[src/rtl/serial_adder_pkg.sv]
// Shared constants for the bit-serial adder.
// State encoding and default operand width.
package serial_adder_pkg;

  localparam int DEF_WIDTH = 8;

  localparam logic [1:0] IDLE = 2'd0;
  localparam logic [1:0] RUN  = 2'd1;
  localparam logic [1:0] DONE = 2'd2;

endpackage

[src/rtl/serial_adder_fa.sv]
// Single-bit full adder used by the serial adder.
// Purely combinational: s = x^y^cin, carry by generate/propagate.
module FullAdderStructure (
  input  logic x,
  input  logic y,
  input  logic cin,
  output logic cout,
  output logic s
);

  logic p;

  assign p    = x ^ y;
  assign s    = p ^ cin;
  assign cout = (x & y) | (p & cin);

endmodule

[src/rtl/serial_adder.sv]
// Bit-serial WIDTH-bit adder, LSB first, one bit per clock.
// Operands in and result out through valid/ready handshakes.
module serial_adder
  import serial_adder_pkg::*;
#(
  parameter int WIDTH = DEF_WIDTH
) (
  input  logic             clk,
  input  logic             rst,
  input  logic             in_valid,
  output logic             in_ready,
  input  logic [WIDTH-1:0] a,
  input  logic [WIDTH-1:0] b,
  input  logic             cin,
  output logic             out_valid,
  input  logic             out_ready,
  output logic [WIDTH-1:0] sum,
  output logic             cout,
  output logic             ovf
);

  // One extra bit so WIDTH=2^k never wraps the counter.
  localparam int CW = $clog2(WIDTH) + 1;
  localparam logic [CW-1:0] LAST = CW'(WIDTH - 1);

  logic [1:0]       state;
  logic [WIDTH-1:0] sa;
  logic [WIDTH-1:0] sb;
  logic             c;
  logic [CW-1:0]    cnt;
  logic             fs;
  logic             fc;

  FullAdderStructure u_fa (sa[0], sb[0], c, fc, fs);

  assign in_ready  = (state == IDLE);
  assign out_valid = (state == DONE);

  // FSM plus datapath: load, shift one bit per edge, hold result.
  always_ff @(posedge clk or posedge rst) begin
    if (rst) begin
      state <= IDLE;
      sa    <= '0;
      sb    <= '0;
      c     <= 1'b0;
      cnt   <= '0;
      sum   <= '0;
      cout  <= 1'b0;
      ovf   <= 1'b0;
    end else begin
      case (state)
        IDLE: begin
          if (in_valid) begin
            sa    <= a;
            sb    <= b;
            c     <= cin;
            cnt   <= '0;
            sum   <= '0;
            state <= RUN;
          end
        end
        RUN: begin
          sum <= {fs, sum[WIDTH-1:1]};
          c   <= fc;
          sa  <= sa >> 1;
          sb  <= sb >> 1;
          if (cnt == LAST) begin
            ovf   <= c ^ fc;
            cout  <= fc;
            state <= DONE;
          end else begin
            cnt <= cnt + CW'(1);
          end
        end
        DONE: begin
          if (out_ready) begin
            state <= IDLE;
          end
        end
        default: state <= IDLE;
      endcase
    end
  end

endmodule

[config.mk]
export PLATFORM = sky130hd
export DESIGN_NAME = serial_adder
export DESIGN_NICKNAME = d
export VERILOG_FILES = /design/src/rtl/serial_adder_pkg.sv /design/src/rtl/serial_adder_fa.sv /design/src/rtl/serial_adder.sv
export SDC_FILE = /design/constraint.sdc
export NUM_CORES = 1
export LEC_CHECK = 0
export ABC_AREA = 0
export ABC_CLOCK_PERIOD_IN_PS = 1750
export BUFFER_PORTS_ARGS = -buffer_cell sky130_fd_sc_hd__buf_2
export CORE_MARGIN = 1
export CORE_UTILIZATION = 40
export DETAILED_ROUTE_END_ITERATION = 8
export PLACE_DENSITY_LB_ADDON = 0.25
export SLEW_MARGIN = 10
export SYNTH_ARGS = -nofsm -noshare
export SYNTH_HDL_FRONTEND = slang
export SYNTH_HIERARCHICAL = 1
export SYNTH_SLANG_ARGS = --single-unit
[constraint.sdc]
create_clock -name clk -period 1.75 [get_ports clk]
set_input_delay 0.175 -clock clk [delete_from_list [all_inputs] [get_ports clk]]
set_output_delay 0.175 -clock clk [all_outputs]
set_load 0.02 [all_outputs]
==> metrics.txt <==
# TYPE chip_impl_metric gauge
chip_impl_info{name="timing.critical_path.slowest_stage_cell",value="sky130_fd_sc_hd__dfrtp_1"} 1
chip_impl_info{name="commonest_cells_in_the_netlist",value="sky130_fd_sc_hd__dfrtp_1, sky130_fd_sc_hd__nand2_1, sky130_fd_sc_hd__mux2i_1"} 1
chip_impl_metric{name="final-seq-area",unit="µm²"} 826
chip_impl_metric{name="grt_start_max_net_pins",unit=""} 45
chip_impl_metric{name="highest_net_fanout_along_the_worst_path",unit=""} 7
chip_impl_metric{name="clock_slew_at_the_register_clock_pins_of_the_worst_setup_and_hold_paths",unit="ps"} 60
chip_impl_metric{name="post_synthesis_cell_count",unit=""} 138
chip_impl_metric{name="maxCapViolCount",unit=""} 0
chip_impl_info{name="worst-setup-path-type",value="flip-flop to flip-flop"} 1
chip_impl_metric{name="start_util",unit="%"} 41.7
chip_impl_info{name="synth_area_leader",value="sky130_fd_sc_hd__dfrtp_1"} 1
chip_impl_metric{name="postSynthNetCount",unit=""} 161
chip_impl_metric{name="critical_path_required",unit="ps"} 1910
chip_impl_metric{name="place_congestion",unit=""} 0.799
chip_impl_metric{name="gr-usage-met3",unit="%"} 3.21
chip_impl_metric{name="crit_cells",unit=""} 4
chip_impl_info{name="r2r_start",value="cnt[0]"} 1
chip_impl_metric{name="clock_power_share",unit="%"} 16.6
chip_impl_info{name="clock_tree.root_cell",value="sky130_fd_sc_hd__clkbuf_8"} 1
chip_impl_metric{name="clock_sink_count",unit=""} 33
chip_impl_metric{name="avgViaCountPerCell",unit=""} 5.08
chip_impl_metric{name="final_setup_slack_of_the_worst_path",unit="ps"} 225
chip_impl_metric{name="pwr-share-comb",unit="%"} 41.5
chip_impl_metric{name="insertion_delay",unit="ps"} 270
chip_impl_info{name="cp_delay_by_family_top",value="simple AND/OR/NAND/NOR gates"} 1
chip_impl_metric{name="path_depth_of_the_worst_reg2reg_path",unit=""} 4
chip_impl_metric{name="drtAntennaViolNets",unit=""} 0
chip_impl_metric{name="net-switching-power",unit="mW"} 1.20
chip_impl_metric{name="synth-warning-count",unit=""} 6
chip_impl_metric{name="vdd.ir_drop.worst",unit="mV"} 0.771
chip_impl_metric{name="area_growth",unit="%"} 18.7
chip_impl_metric{name="post_synth_instance_area",unit="mm²"} 0.00153
chip_impl_info{name="grt.busiest_layer",value="met2"} 1
chip_impl_metric{name="clock_tree.htree_level_count",unit=""} 2
chip_impl_metric{name="total_power",unit="mW"} 3.19
chip_impl_metric{name="total_leakage_power",unit="nW"} 0.873
chip_impl_metric{name="num-nets-final",unit=""} 195
chip_impl_metric{name="hold_depth",unit=""} 3
chip_impl_metric{name="syn_avg_cell_area",unit="µm²"} 11.1
chip_impl_info{name="setup_repair_after_global_routing_missed_its_margin",value="no"} 1
chip_impl_metric{name="ys_async_sr_fraction",unit="%"} 100
chip_impl_metric{name="power.internal",unit="mW"} 1.99
chip_impl_metric{name="detailroute.via_count",unit=""} 1122
chip_impl_metric{name="antenna_found_initial",unit=""} 0
chip_impl_info{name="synth_top_cells_by_area",value="sky130_fd_sc_hd__dfrtp_1, sky130_fd_sc_hd__mux2i_1, sky130_fd_sc_hd__nand2_1"} 1
chip_impl_metric{name="io_pins",unit=""} 33
chip_impl_info{name="hold_class",value="primary input to flip-flop"} 1
chip_impl_info{name="crit_start",value="cnt[0]"} 1
chip_impl_metric{name="max_stage_delay",unit="ps"} 410
chip_impl_metric{name="power.switching_fraction",unit="%"} 37.7
chip_impl_metric{name="max_freq",unit="MHz"} 656
chip_impl_metric{name="number_of_distinct_library_cells_after_synthesis",unit=""} 30
chip_impl_metric{name="overall_die_area",unit="mm²"} 0.00407
chip_impl_metric{name="dpl_worst_slack",unit="ps"} 229
chip_impl_metric{name="groute.usage.overall",unit="%"} 15.3
chip_impl_info{name="startpoint_type",value="flip-flop"} 1
chip_impl_metric{name="grt_first_pass_wirelength",unit="µm"} 4820
chip_impl_metric{name="synth_enable_flop_cells",unit=""} 0
chip_impl_metric{name="core_area",unit="mm²"} 0.00366
chip_impl_info{name="hold_start",value="out_ready"} 1
chip_impl_info{name="worst_setup_path_end_kind",value="flip-flop"} 1
chip_impl_metric{name="placement.cell_area",unit="mm²"} 0.00172
chip_impl_metric{name="finalSetupTns",unit="ps"} 0
chip_impl_metric{name="share_of_cells_above_drive_strength_1",unit="%"} 27.2
chip_impl_metric{name="setup_viol",unit=""} 0
chip_impl_metric{name="synth.top_cell.area_share",unit="%"} 54.1
chip_impl_metric{name="vertical_die_dimension",unit="µm"} 63.8
chip_impl_metric{name="timing.final.max_slew_violations",unit=""} 0
chip_impl_metric{name="num_rows",unit=""} 22
chip_impl_metric{name="worst_relative_slew_slack",unit="%"} 72.0
chip_impl_metric{name="layout.cells.non_filler",unit=""} 221
chip_impl_metric{name="sequentialPowerShare",unit="%"} 41.9
chip_impl_metric{name="clk_path_buf_depth",unit=""} 2
chip_impl_metric{name="gr-total-overflow",unit=""} 0
chip_impl_metric{name="use_met2",unit="%"} 26.6
chip_impl_metric{name="detailed_place_hpwl",unit="µm"} 1880
chip_impl_metric{name="period_minus_slack",unit="ps"} 1520
chip_impl_metric{name="dr.first_iter.drc_count",unit=""} 48
chip_impl_info{name="status",value="finished, final reports clean"} 1
chip_impl_metric{name="ys_seq_elements",unit=""} 33
chip_impl_metric{name="worst-path-buf-inv",unit=""} 0
chip_impl_metric{name="multi_input_comb_area",unit="µm²"} 619
chip_impl_metric{name="filler_cell_count",unit=""} 346
chip_impl_metric{name="cts_inserted_buffers",unit=""} 5
chip_impl_metric{name="hold_violations",unit=""} 0
chip_impl_metric{name="final_design_area_no_fill",unit="mm²"} 0.00181
chip_impl_metric{name="chipWidth",unit="µm"} 63.8
chip_impl_info{name="path_cells",value="ha_1, and3b_1, and2_4, mux2_4"} 1
chip_impl_metric{name="seq_area_frac_synth",unit="%"} 54.1
chip_impl_metric{name="portBuffers",unit=""} 32
chip_impl_metric{name="final.period_utilization",unit="%"} 87.1
chip_impl_metric{name="use_met1",unit="%"} 18.1
chip_impl_info{name="clock_tree_from_tritoncts",value="yes"} 1
chip_impl_metric{name="dp_cells",unit=""} 212
chip_impl_metric{name="cts_resized",unit=""} 0
chip_impl_metric{name="dr.pass1.iters",unit=""} 4
chip_impl_info{name="yosys.cell_count.top_type",value="sky130_fd_sc_hd__dfrtp_1"} 1
chip_impl_metric{name="worst_ep_arrival_time",unit="ps"} 1680
chip_impl_metric{name="worst_pin_slew",unit="ps"} 419
chip_impl_metric{name="diodes",unit=""} 0
chip_impl_metric{name="clock_skew",unit="ps"} 5.19
chip_impl_info{name="dominantRegCellSynth",value="sky130_fd_sc_hd__dfrtp_1"} 1
chip_impl_metric{name="cellPowerDensity",unit="mW/mm²"} 1760
chip_impl_metric{name="avgRoutedWirePerCell",unit="µm"} 12.4
chip_impl_metric{name="first_global_vias",unit=""} 1131
chip_impl_metric{name="drcViolationCount",unit=""} 0
chip_impl_metric{name="routed_wl",unit="µm"} 2740
## worst min-delay path, stage by stage
cell	delay, ps
sky130_fd_sc_hd__buf_2	90
sky130_fd_sc_hd__inv_1	40
sky130_fd_sc_hd__a21o_1	100
## cells by family (layout without fill, tap and decap cells)
kind of cell             after synthesis  in the layout  share of synthesized area (%)
AND/OR/NAND/NOR                       37             37                           12.0
flip-flops                            33             33                           54.1
AO/OA/AOI/OAI                         36             36                           15.1
buffers and inverters                 13             48                           5.33
multiplexers                          16             16                           10.8
XOR/XNOR                               1              1                          0.574
adder cells (fa/ha/maj)                2              2                           2.13
## cell usage in the layout, fill, tap and decap left out, drive strengths merged, types with 2 or more instances in the layout
cell	count
a21oi	5
a22o	8
buf	36
clkbuf	6
clkinv	2
dfrtp	33
inv	3
mux2i	15
nand2	21
nand3	5
nor2	2
nor2b	4
o21ai	17
## layer usage
layer	part of all wire (%)	vias to the layer above
li1	-	548
met1	44	539
met2	50	31
met3	4.2	4
met4	1.6	0
met5	0	-
## path summary, 6_finish.rpt
kind	end	slack, ps
setup / recovery	cout	230
hold / removal	state[1]	170
setup reg to reg	cout	230
hold reg to reg	sa[2]	480
max in group asynchronous	state[1]	920
min in group asynchronous	sum[4]	530
## cell type report
type,instances,area share (%)
Timing Repair Buffer,37,11.7
Clock inverter,2,0.552
Sequential cell,33,45.6
Multi-Input combinational cell,92,34.2
Inverter,3,0.622
Clock buffer,6,4.01
Tap cell,48,3.31
## registers in the layout (all words and copies together) (netlist names)
register  cells
sa            8
sum           8
sb            8
state         2
cnt           4
ovf           1
c             1
cout          1
## power groups by stage
stage,clock (mW),sequential [mW],combinational (mW)
after detailed placement,0,1.35,1.34
final,0.531,1.34,1.32
after CTS,0.555,1.34,1.35
after floorplan,0,1.41,0.972
after global placement,0,1.33,1.30
after global routing,0.587,1.39,1.48
## through the flow
stage          util, %  hold WS, ps
3_3_place_gp      47.0          278
3_5_place_dp      47.0          289
2_1_floorplan        -          304
4_1_cts           49.5          164
5_1_grt           49.5          177
6_report          49.5          171
## timing repair
| action | in CTS | in global routing |
|---|---|---|
| setup buffers | 0 | 0 |
| hold buffers | 1 | 0 |
| endpoints found under the hold margin | 26 | 0 |
Power figures use the tool's default switching activity.
